`src/rtl/code_entry.sv`:
```
// Keypad code-entry controller: collects a four-digit BCD code after an 'A'
// start key, checks it on '#', and locks out after repeated failures.
module code_entry #(
  parameter logic [15:0] CODE        = 16'h4693,
  parameter int unsigned TIMEOUT_CYC = 150_000_000,
  parameter int unsigned LOCK_CYC    = 1_500_000_000,
  parameter int unsigned MAX_FAIL    = 3
) (
  input  logic       clk,
  input  logic       reset,
  input  logic       key_valid,
  input  logic [3:0] key_code,
  input  logic       arm,
  output logic       start_req,
  output logic       code_ok,
  output logic       code_bad,
  output logic       timeout,
  output logic       locked,
  output logic [2:0] digit_count
);

  typedef enum logic [2:0] {
    S_IDLE,
    S_READY,
    S_ENTRY,
    S_CHECK,
    S_LOCKOUT
  } state_e;

  localparam logic [31:0] TMO_LAST  = 32'(TIMEOUT_CYC - 1);
  localparam logic [31:0] LOCK_LAST = 32'(LOCK_CYC - 1);
  localparam logic [1:0]  FAIL_MAX  = 2'(MAX_FAIL);

  localparam logic [3:0] KEY_START = 4'hA;
  localparam logic [3:0] KEY_CLEAR = 4'hE;
  localparam logic [3:0] KEY_ENTER = 4'hF;

  state_e      state_q, state_d;
  logic [15:0] buf_q, buf_d;
  logic [2:0]  digit_cnt_q, digit_cnt_d;
  logic [31:0] tmo_cnt_q, tmo_cnt_d;
  logic [31:0] lock_cnt_q, lock_cnt_d;
  logic [1:0]  fail_q, fail_d;
  logic        start_req_q, start_req_d;
  logic        code_ok_q, code_ok_d;
  logic        code_bad_q, code_bad_d;
  logic        timeout_q, timeout_d;
  logic        locked_q, locked_d;

  // Key decode and shared conditions used by both the next-state and output logic.
  logic       key_digit, key_start, key_clear, key_enter;
  logic       entry_live, buf_full, code_match;
  logic       short_enter, check_fail, fail_event, fail_lock;
  logic       tmo_expire, lock_done;
  logic [1:0] fail_inc;

  assign key_digit = key_valid && (key_code <= 4'd9);
  assign key_start = key_valid && (key_code == KEY_START);
  assign key_clear = key_valid && (key_code == KEY_CLEAR);
  assign key_enter = key_valid && (key_code == KEY_ENTER);

  assign entry_live  = (state_q == S_ENTRY) && arm;
  assign buf_full    = (digit_cnt_q == 3'd4);
  assign code_match  = (buf_q == CODE);
  assign short_enter = entry_live && key_enter && !buf_full;
  assign check_fail  = (state_q == S_CHECK) && !code_match;
  assign fail_event  = short_enter || check_fail;
  assign fail_inc    = (fail_q >= FAIL_MAX) ? fail_q : fail_q + 2'd1;
  assign fail_lock   = fail_event && (fail_inc == FAIL_MAX);
  assign tmo_expire  = entry_live && !key_valid && (tmo_cnt_q == TMO_LAST);
  assign lock_done   = (state_q == S_LOCKOUT) && (lock_cnt_q == LOCK_LAST);

  // State register.
  always_ff @(posedge clk) begin
    if (reset) begin
      state_q <= S_IDLE;
    end else begin
      state_q <= state_d;
    end
  end

  // Next-state logic. A lockout decision outranks arm going low.
  always_comb begin
    state_d = state_q;
    unique case (state_q)
      S_IDLE: begin
        if (arm) state_d = S_READY;
      end
      S_READY: begin
        if (!arm)           state_d = S_IDLE;
        else if (key_start) state_d = S_ENTRY;
      end
      S_ENTRY: begin
        if (!arm)                       state_d = S_IDLE;
        else if (fail_lock)             state_d = S_LOCKOUT;
        else if (key_enter && buf_full) state_d = S_CHECK;
        else if (tmo_expire)            state_d = S_READY;
      end
      S_CHECK: begin
        if (fail_lock)       state_d = S_LOCKOUT;
        else if (!arm)       state_d = S_IDLE;
        else if (code_match) state_d = S_READY;
        else                 state_d = S_ENTRY;
      end
      S_LOCKOUT: begin
        if (lock_done) state_d = S_IDLE;
      end
      default: state_d = S_IDLE;
    endcase
  end

  // Output and datapath logic.
  // NOTE: every signal gets a default before the case so no path leaves one
  // unassigned, which would otherwise infer a latch.
  always_comb begin
    buf_d       = buf_q;
    digit_cnt_d = digit_cnt_q;
    tmo_cnt_d   = tmo_cnt_q;
    lock_cnt_d  = '0;
    fail_d      = fail_q;
    start_req_d = 1'b0;
    code_ok_d   = 1'b0;
    code_bad_d  = 1'b0;
    timeout_d   = 1'b0;

    unique case (state_q)
      S_IDLE: begin
        buf_d       = '0;
        digit_cnt_d = '0;
        tmo_cnt_d   = '0;
      end
      S_READY: begin
        if (arm && key_start) begin
          start_req_d = 1'b1;
          buf_d       = '0;
          digit_cnt_d = '0;
          tmo_cnt_d   = '0;
        end
      end
      S_ENTRY: begin
        if (!arm) begin
          buf_d       = '0;
          digit_cnt_d = '0;
          tmo_cnt_d   = '0;
        end else if (key_valid) begin
          // Any key, even an ignored one, restarts the idle timer.
          tmo_cnt_d = '0;
          if (key_digit && !buf_full) begin
            buf_d       = {buf_q[11:0], key_code};
            digit_cnt_d = digit_cnt_q + 3'd1;
          end else if (key_clear) begin
            buf_d       = '0;
            digit_cnt_d = '0;
          end else if (key_start) begin
            start_req_d = 1'b1;
            buf_d       = '0;
            digit_cnt_d = '0;
          end else if (short_enter) begin
            code_bad_d  = 1'b1;
            fail_d      = fail_inc;
            buf_d       = '0;
            digit_cnt_d = '0;
          end
        end else if (tmo_expire) begin
          timeout_d   = 1'b1;
          buf_d       = '0;
          digit_cnt_d = '0;
          tmo_cnt_d   = '0;
        end else begin
          tmo_cnt_d = tmo_cnt_q + 32'd1;
        end
      end
      S_CHECK: begin
        buf_d       = '0;
        digit_cnt_d = '0;
        tmo_cnt_d   = '0;
        if (code_match) begin
          code_ok_d = 1'b1;
          fail_d    = '0;
        end else begin
          code_bad_d = 1'b1;
          fail_d     = fail_inc;
        end
      end
      S_LOCKOUT: begin
        if (lock_done) begin
          fail_d = '0;
        end else begin
          lock_cnt_d = lock_cnt_q + 32'd1;
        end
      end
      default: begin
        buf_d       = '0;
        digit_cnt_d = '0;
        tmo_cnt_d   = '0;
      end
    endcase

    locked_d = (state_d == S_LOCKOUT);
  end

  // NOTE: sequential state uses non-blocking assignments only, so every
  // register samples the pre-edge values regardless of statement order.
  always_ff @(posedge clk) begin
    if (reset) begin
      buf_q       <= '0;
      digit_cnt_q <= '0;
      tmo_cnt_q   <= '0;
      lock_cnt_q  <= '0;
      fail_q      <= '0;
      start_req_q <= 1'b0;
      code_ok_q   <= 1'b0;
      code_bad_q  <= 1'b0;
      timeout_q   <= 1'b0;
      locked_q    <= 1'b0;
    end else begin
      buf_q       <= buf_d;
      digit_cnt_q <= digit_cnt_d;
      tmo_cnt_q   <= tmo_cnt_d;
      lock_cnt_q  <= lock_cnt_d;
      fail_q      <= fail_d;
      start_req_q <= start_req_d;
      code_ok_q   <= code_ok_d;
      code_bad_q  <= code_bad_d;
      timeout_q   <= timeout_d;
      locked_q    <= locked_d;
    end
  end

  assign start_req   = start_req_q;
  assign code_ok     = code_ok_q;
  assign code_bad    = code_bad_q;
  assign timeout     = timeout_q;
  assign locked      = locked_q;
  assign digit_count = digit_cnt_q;

endmodule

```
`config.mk`:
```
export PLATFORM = sky130hd
export DESIGN_NAME = code_entry
export DESIGN_NICKNAME = d
export VERILOG_FILES = /design/src/rtl/code_entry.sv
export SDC_FILE = /design/constraint.sdc
export NUM_CORES = 1
export LEC_CHECK = 0
export ABC_AREA = 1
export CORE_ASPECT_RATIO = 0.8
export CORE_MARGIN = 4
export CORE_UTILIZATION = 50
export CTS_CLUSTER_SIZE = 30
export DETAILED_ROUTE_END_ITERATION = 10
export PLACE_DENSITY = 0.72
export SLEW_MARGIN = 20
export SYNTH_ARGS = -nofsm -noshare
export SYNTH_HDL_FRONTEND = slang
export SYNTH_SLANG_ARGS = --single-unit
```
`constraint.sdc`:
```
create_clock -name clk -period 2.1 [get_ports clk]
set_input_delay 0.42 -clock clk [delete_from_list [all_inputs] [get_ports clk]]
set_output_delay 0.42 -clock clk [all_outputs]
set_load 0.05 [all_outputs]
```
### Word-level counts from Yosys, hierarchy flattened

Cells that the tools add are included.

| word-level totals | value |
|---|---|
| latch bits | 0 |
| output and inout port bits | 8 |
| bits in writable memories | 0 |
| flip-flop bits (word level) | 93 |
| input bits | 8 |
| memories kept | 0 |
| ROM bits | 0 |

| cells by class | value |
|---|---|
| reductions and logical operators | 27 |
| multiplexer cells | 62 |
| divide/modulo/power cells | 0 |
| equality and inequality tests | 23 |
| $add $sub $neg | 4 |
| shifts and indexed selects | 0 |
| multipliers | 0 |
| bitwise operators | 4 |
| magnitude comparators | 2 |

Operators with widths:

| cell | count |
|---|---|
| two-way mux 16 bit | 8 |
| two-way mux 32 bit | 4 |
| one-hot mux 32 bit (3 select lines) | 1 |
| adder 32 x 1 -> 32 bit (second input constant) | 2 |
| two-way mux 3 bit | 17 |
| one-hot mux 16 bit (3 select lines) | 1 |
| equality test 32 x 28 -> 1 bit (second input constant) | 1 |
| equality test 32 x 31 -> 1 bit (second input constant) | 1 |
| two-way mux 2 bit | 11 |
| equality test 16 x 15 -> 1 bit (second input constant) | 1 |
| != test 2 bit (second input constant) | 8 |
| logical AND 1 bit | 15 |
| two-way mux 1 bit | 15 |
| one-hot mux 3 bit (5 select lines) | 1 |
| equality test 4 bit (second input constant) | 3 |
| equality test 3 bit (second input constant) | 3 |
| one-hot mux 3 bit (3 select lines) | 1 |
| AND reduction 8 bit | 1 |
| != test 7 x 6 -> 1 bit (second input constant) | 1 |
| equality test 3 x 2 -> 1 bit (second input constant) | 2 |
| one-hot mux 2 bit (3 select lines) | 1 |
| <= comparator 4 bit (second input constant) | 1 |
| != test 4 bit (second input constant) | 1 |
| inverter 1 bit | 4 |
| 15 further kinds | 18 |

### Longest topological paths before layout

| logic depth | value |
|---|---|
| depth in word-level cells | 11 |
| gate-level depth with buffers | 13 |
| gate-level depth less buffers | 13 |

### Least setup slack after synthesis

OpenSTA, ideal clock, no wires.

| path | value |
|---|---|
| kind | register to register |
| from | reg digit_cnt_q[0], in the netlist digit_count[0] |
| to | reg buf_q[11] |
| arrival | 1.783 ns |
| buffers on the path | 1 |
| clock period less this slack | 1.915 ns |
| path slack | 0.185 ns |
| stages on the path, launching flop included | 12 |
| path through | dfxtp_1 inv_1 ha_1 nand2_1 nand3_1 nor2_1 nor2_1 nand2_1 nand3_4 buf_6 nand2_1 a21oi_1 |

| between the ends | value |
|---|---|
| word-level cells in the longest chain between the ends | 7 |
| elaborated cells on any way between the ends | 10 |

RTL lines:

| what | RTL line | text |
|---|---|---|
| start, declared | 40 | `logic [2:0] digit_cnt_q, digit_cnt_d;` |
| start signal, assigned | 218 | `digit_cnt_q <= digit_cnt_d;` |
| equality test 3 bit * | 63 | `assign buf_full = (digit_cnt_q == 3'd4);` |
| zero test 1 bit * | 65, 148 |  |
| logical AND 1 bit | 148 | `if (key_digit && !buf_full) begin` |
| two-way mux 16 bit | 148 |  |
| two-way mux 16 bit | 145 | `end else if (key_valid) begin` |
| two-way mux 16 bit | 141 | `if (!arm) begin` |
| one-hot mux 16 bit (3 select lines) | 126 | `unique case (state_q)` |
| end signal, assigned | 217 | `buf_q <= buf_d;` |
| end, declared | 39 | `logic [15:0] buf_q, buf_d;` |

Mark *: on every way between the ends. The rest lies on a longest branch, timed or not.
A chain may end at the register's enable or synchronous reset.

### Final worst setup path

| path | value |
|---|---|
| from | reg digit_cnt_q[0], in the netlist digit_count[0] |
| to | out digit_count[0] |

RTL lines:

| what | RTL line | text |
|---|---|---|
| end, declared | 19 | `output logic [2:0] digit_count` |

No word-level cell between the ends.

==> impl_metrics.toml <==
[outcome]
outcome = "finished, final reports clean"

[setup_path]
cpMaxStageDelayCell = "clkdlybuf4s50_1"
path_buf_inv = 1
critPathKind = "reg -> out"
crit_path_end_kind = "output pin"
worstPathArrival_ns = 1.56
worstSetupStartpointType = "flip-flop"
cp_max_fo = 4
path_cells = "clkdlybuf4s50_1"
max_stage_delay_ns = 0.83
cp_top_family = "buffers and inverters"
required_ns = 1.68

[logic_synthesis]
synth_area_um2 = 5000
synth_top_area_frac = 0.372
synth_edf_count = 0
syn-mean-instance-area_um2 = 6.36
syn-num-nets = 799
ys_ff_latch = 93
netlist-cell-type-count = 33
synth_area_leaders = "dfxtp_1, nand2_1, nor2_1"
yosysMostFrequentCell = "nand2_1"
synthFlopType = "dfxtp_1"
synth_area_leader_cell = "dfxtp_1"
synth_cells = 787
yosysSeqAreaShare = 0.372
synth_common_cells = "nand2_1, nor2_1, inv_1"
synthArstFlopShare = 0
yosysWarnings = 0

[cts]
postCtsResizedCells = 0
cts_made_buffers = 9
clock_latency_ns = 0.34
clock_tree.root_cell = "clkbuf_16"
post_cts_buffers = 0
cts_hold_buf = 0
clockBufferDepth = 2
cts.sinks = 93
htree_num_levels = 3
cts_tree = "done"
clkTransAtPathRegs_ns = 0.06

[layout]
drive_gt1_frac = 0.0862
syn_to_final_growth_pct = 18.2
stdcell_count = 971
final_area_um2 = 5910
layout.nets = 843
antennaDiodeCount = 0

[grt]
grt_pass1_wl_mm = 20.9
grt_overflow = 0
grt_start_max_net_pins = 33
grtUsageTotal = 0.217
antenna_found_initial = 0
grt_pass1_vias = 4600

[sta]
drv_slew = 0
slew_headroom = 0.660
hold_viol_final = 0
fin_skew_ns = 0.00639
fin_crit_sh = 0.942
setup_violations = 0
max_freq_ghz = 0.505
fin_tns_setup_ns = 0
rsz0062_at_grt = "false"
worst_pin_slew_ns = 0.510
fin_crit_ns = 1.98

[drt]
wl_mm = 12.5
route.detailed.drc = 0
final_antenna_net_count = 0
vias = 5039
avgRoutedWirePerCell_um = 12.8
vias_per_cell = 5.19
drt_iter0_markers = 479
dr.pass1.iters = 5

[run]
cap_violations = 0

[power]
p_leak_nw = 2.20
ir_drop_mv = 0.399
p_per_area_nw_per_um2 = 640
p_total_mw = 3.79

[placed_design]
dp_hpwl_mm = 9.15
placed_area_um2 = 5530
portBuffers = 15
gp_congestion = 0.981
dp_cells = 955

[floorplan]
dieArea_um2 = 11700
fp-row-count = 32
initial_core_util = 0.516
coreArea_um2 = 9690
pin_count = 16
die_h_um = 97.5
die_w_um = 120

[min_path]
hp-class = "reg -> reg"
## cell families after synthesis
family	count (synthesis)	share of synthesized area
buffers and inverters	114	0.0935
adders and majority gates	4	0.0100
DFF	93	0.372
xor gates and xnor gates	20	0.0350
AOI/OAI and AO/OA	65	0.0700
and+or+nand+nor	491	0.419
## registers in the layout (all words and copies together), names as in the netlist
signal / flops
lock_cnt_q: 32
tmo_cnt_q: 32
buf_q: 16
digit_count: 3
state_q: 3
fail_q: 2
code_bad: 1
code_ok: 1
locked: 1
start_req: 1
timeout: 1
## final timing paths
| path | endpoint | from | depth (start not counted) | slack, ns |
|---|---|---|---|---|
| setup / recovery | digit_count[0] | digit_count[0] | 1 | 0.12 |
| hold / removal | lock_cnt_q[0] | lock_cnt_q[0] | 1 | 0.45 |
| setup reg to reg | tmo_cnt_q[28] | tmo_cnt_q[1] | 9 | 0.16 |
| hold reg to reg | lock_cnt_q[0] | lock_cnt_q[0] | 1 | 0.45 |
## final cells by class
class,instances,area [µm²]
timing repair buffer,46,448
inverter,100,375
multi-input combinational,581,2710
clock inverter,4,95.1
fill,910,3780
clock buffer,11,253
tap,136,170
sequential,93,1860
## placed cells by master, fill, tap and decap left out, types with 2 or more instances in the layout
master           count
buf_12               5
clkbuf_16            9
nor2_1             144
clkbuf_8             2
buf_4               26
a211oi_1             2
dfxtp_1             91
nand2_2              3
nor4_1               2
nand3_1             46
nor3_2               3
nand4_1             22
dfxtp_2              2
inv_1              100
o21ai_1              2
a21oi_1             47
nand3b_1             3
bufinv_16            3
o21ai_0              9
xor2_1              15
xnor2_1              5
nand3_2              3
nor3b_1              4
a21oi_4              2
clkdlybuf4s50_1     14
or2_2                3
o22ai_1              2
ha_1                 3
nand2_1            224
nor2_2               6
nor3_1              26
## stage by stage
stage	hold slack (ns)	worst slack, ns	utilization
after detailed placement	0.453	-0.171	0.570
after floorplan	0.439	0.185	-
after global placement	0.449	-0.111	0.570
after global routing	0.479	0.0135	0.610
after CTS	0.463	0.0209	0.606
final	0.454	0.121	0.610
## layer usage
layer | routed length, µm | up-vias | GRT usage
met3 | 787 | 25 | 0.0541
met5 | 0 | - | 0
met1 | 5980 | 2274 | 0.307
met2 | 5470 | 175 | 0.325
li1 | - | 2565 | -
met4 | 213 | 0 | 0.0687
## power by group
group          internal [mW]  switching [mW]  leakage [nW]
Combinational         0.0512          0.0714          1.28
Clock                   1.22           0.677         0.172
Sequential              1.76         0.00212         0.750
Note: power is estimated with default switching activity, not from simulation.
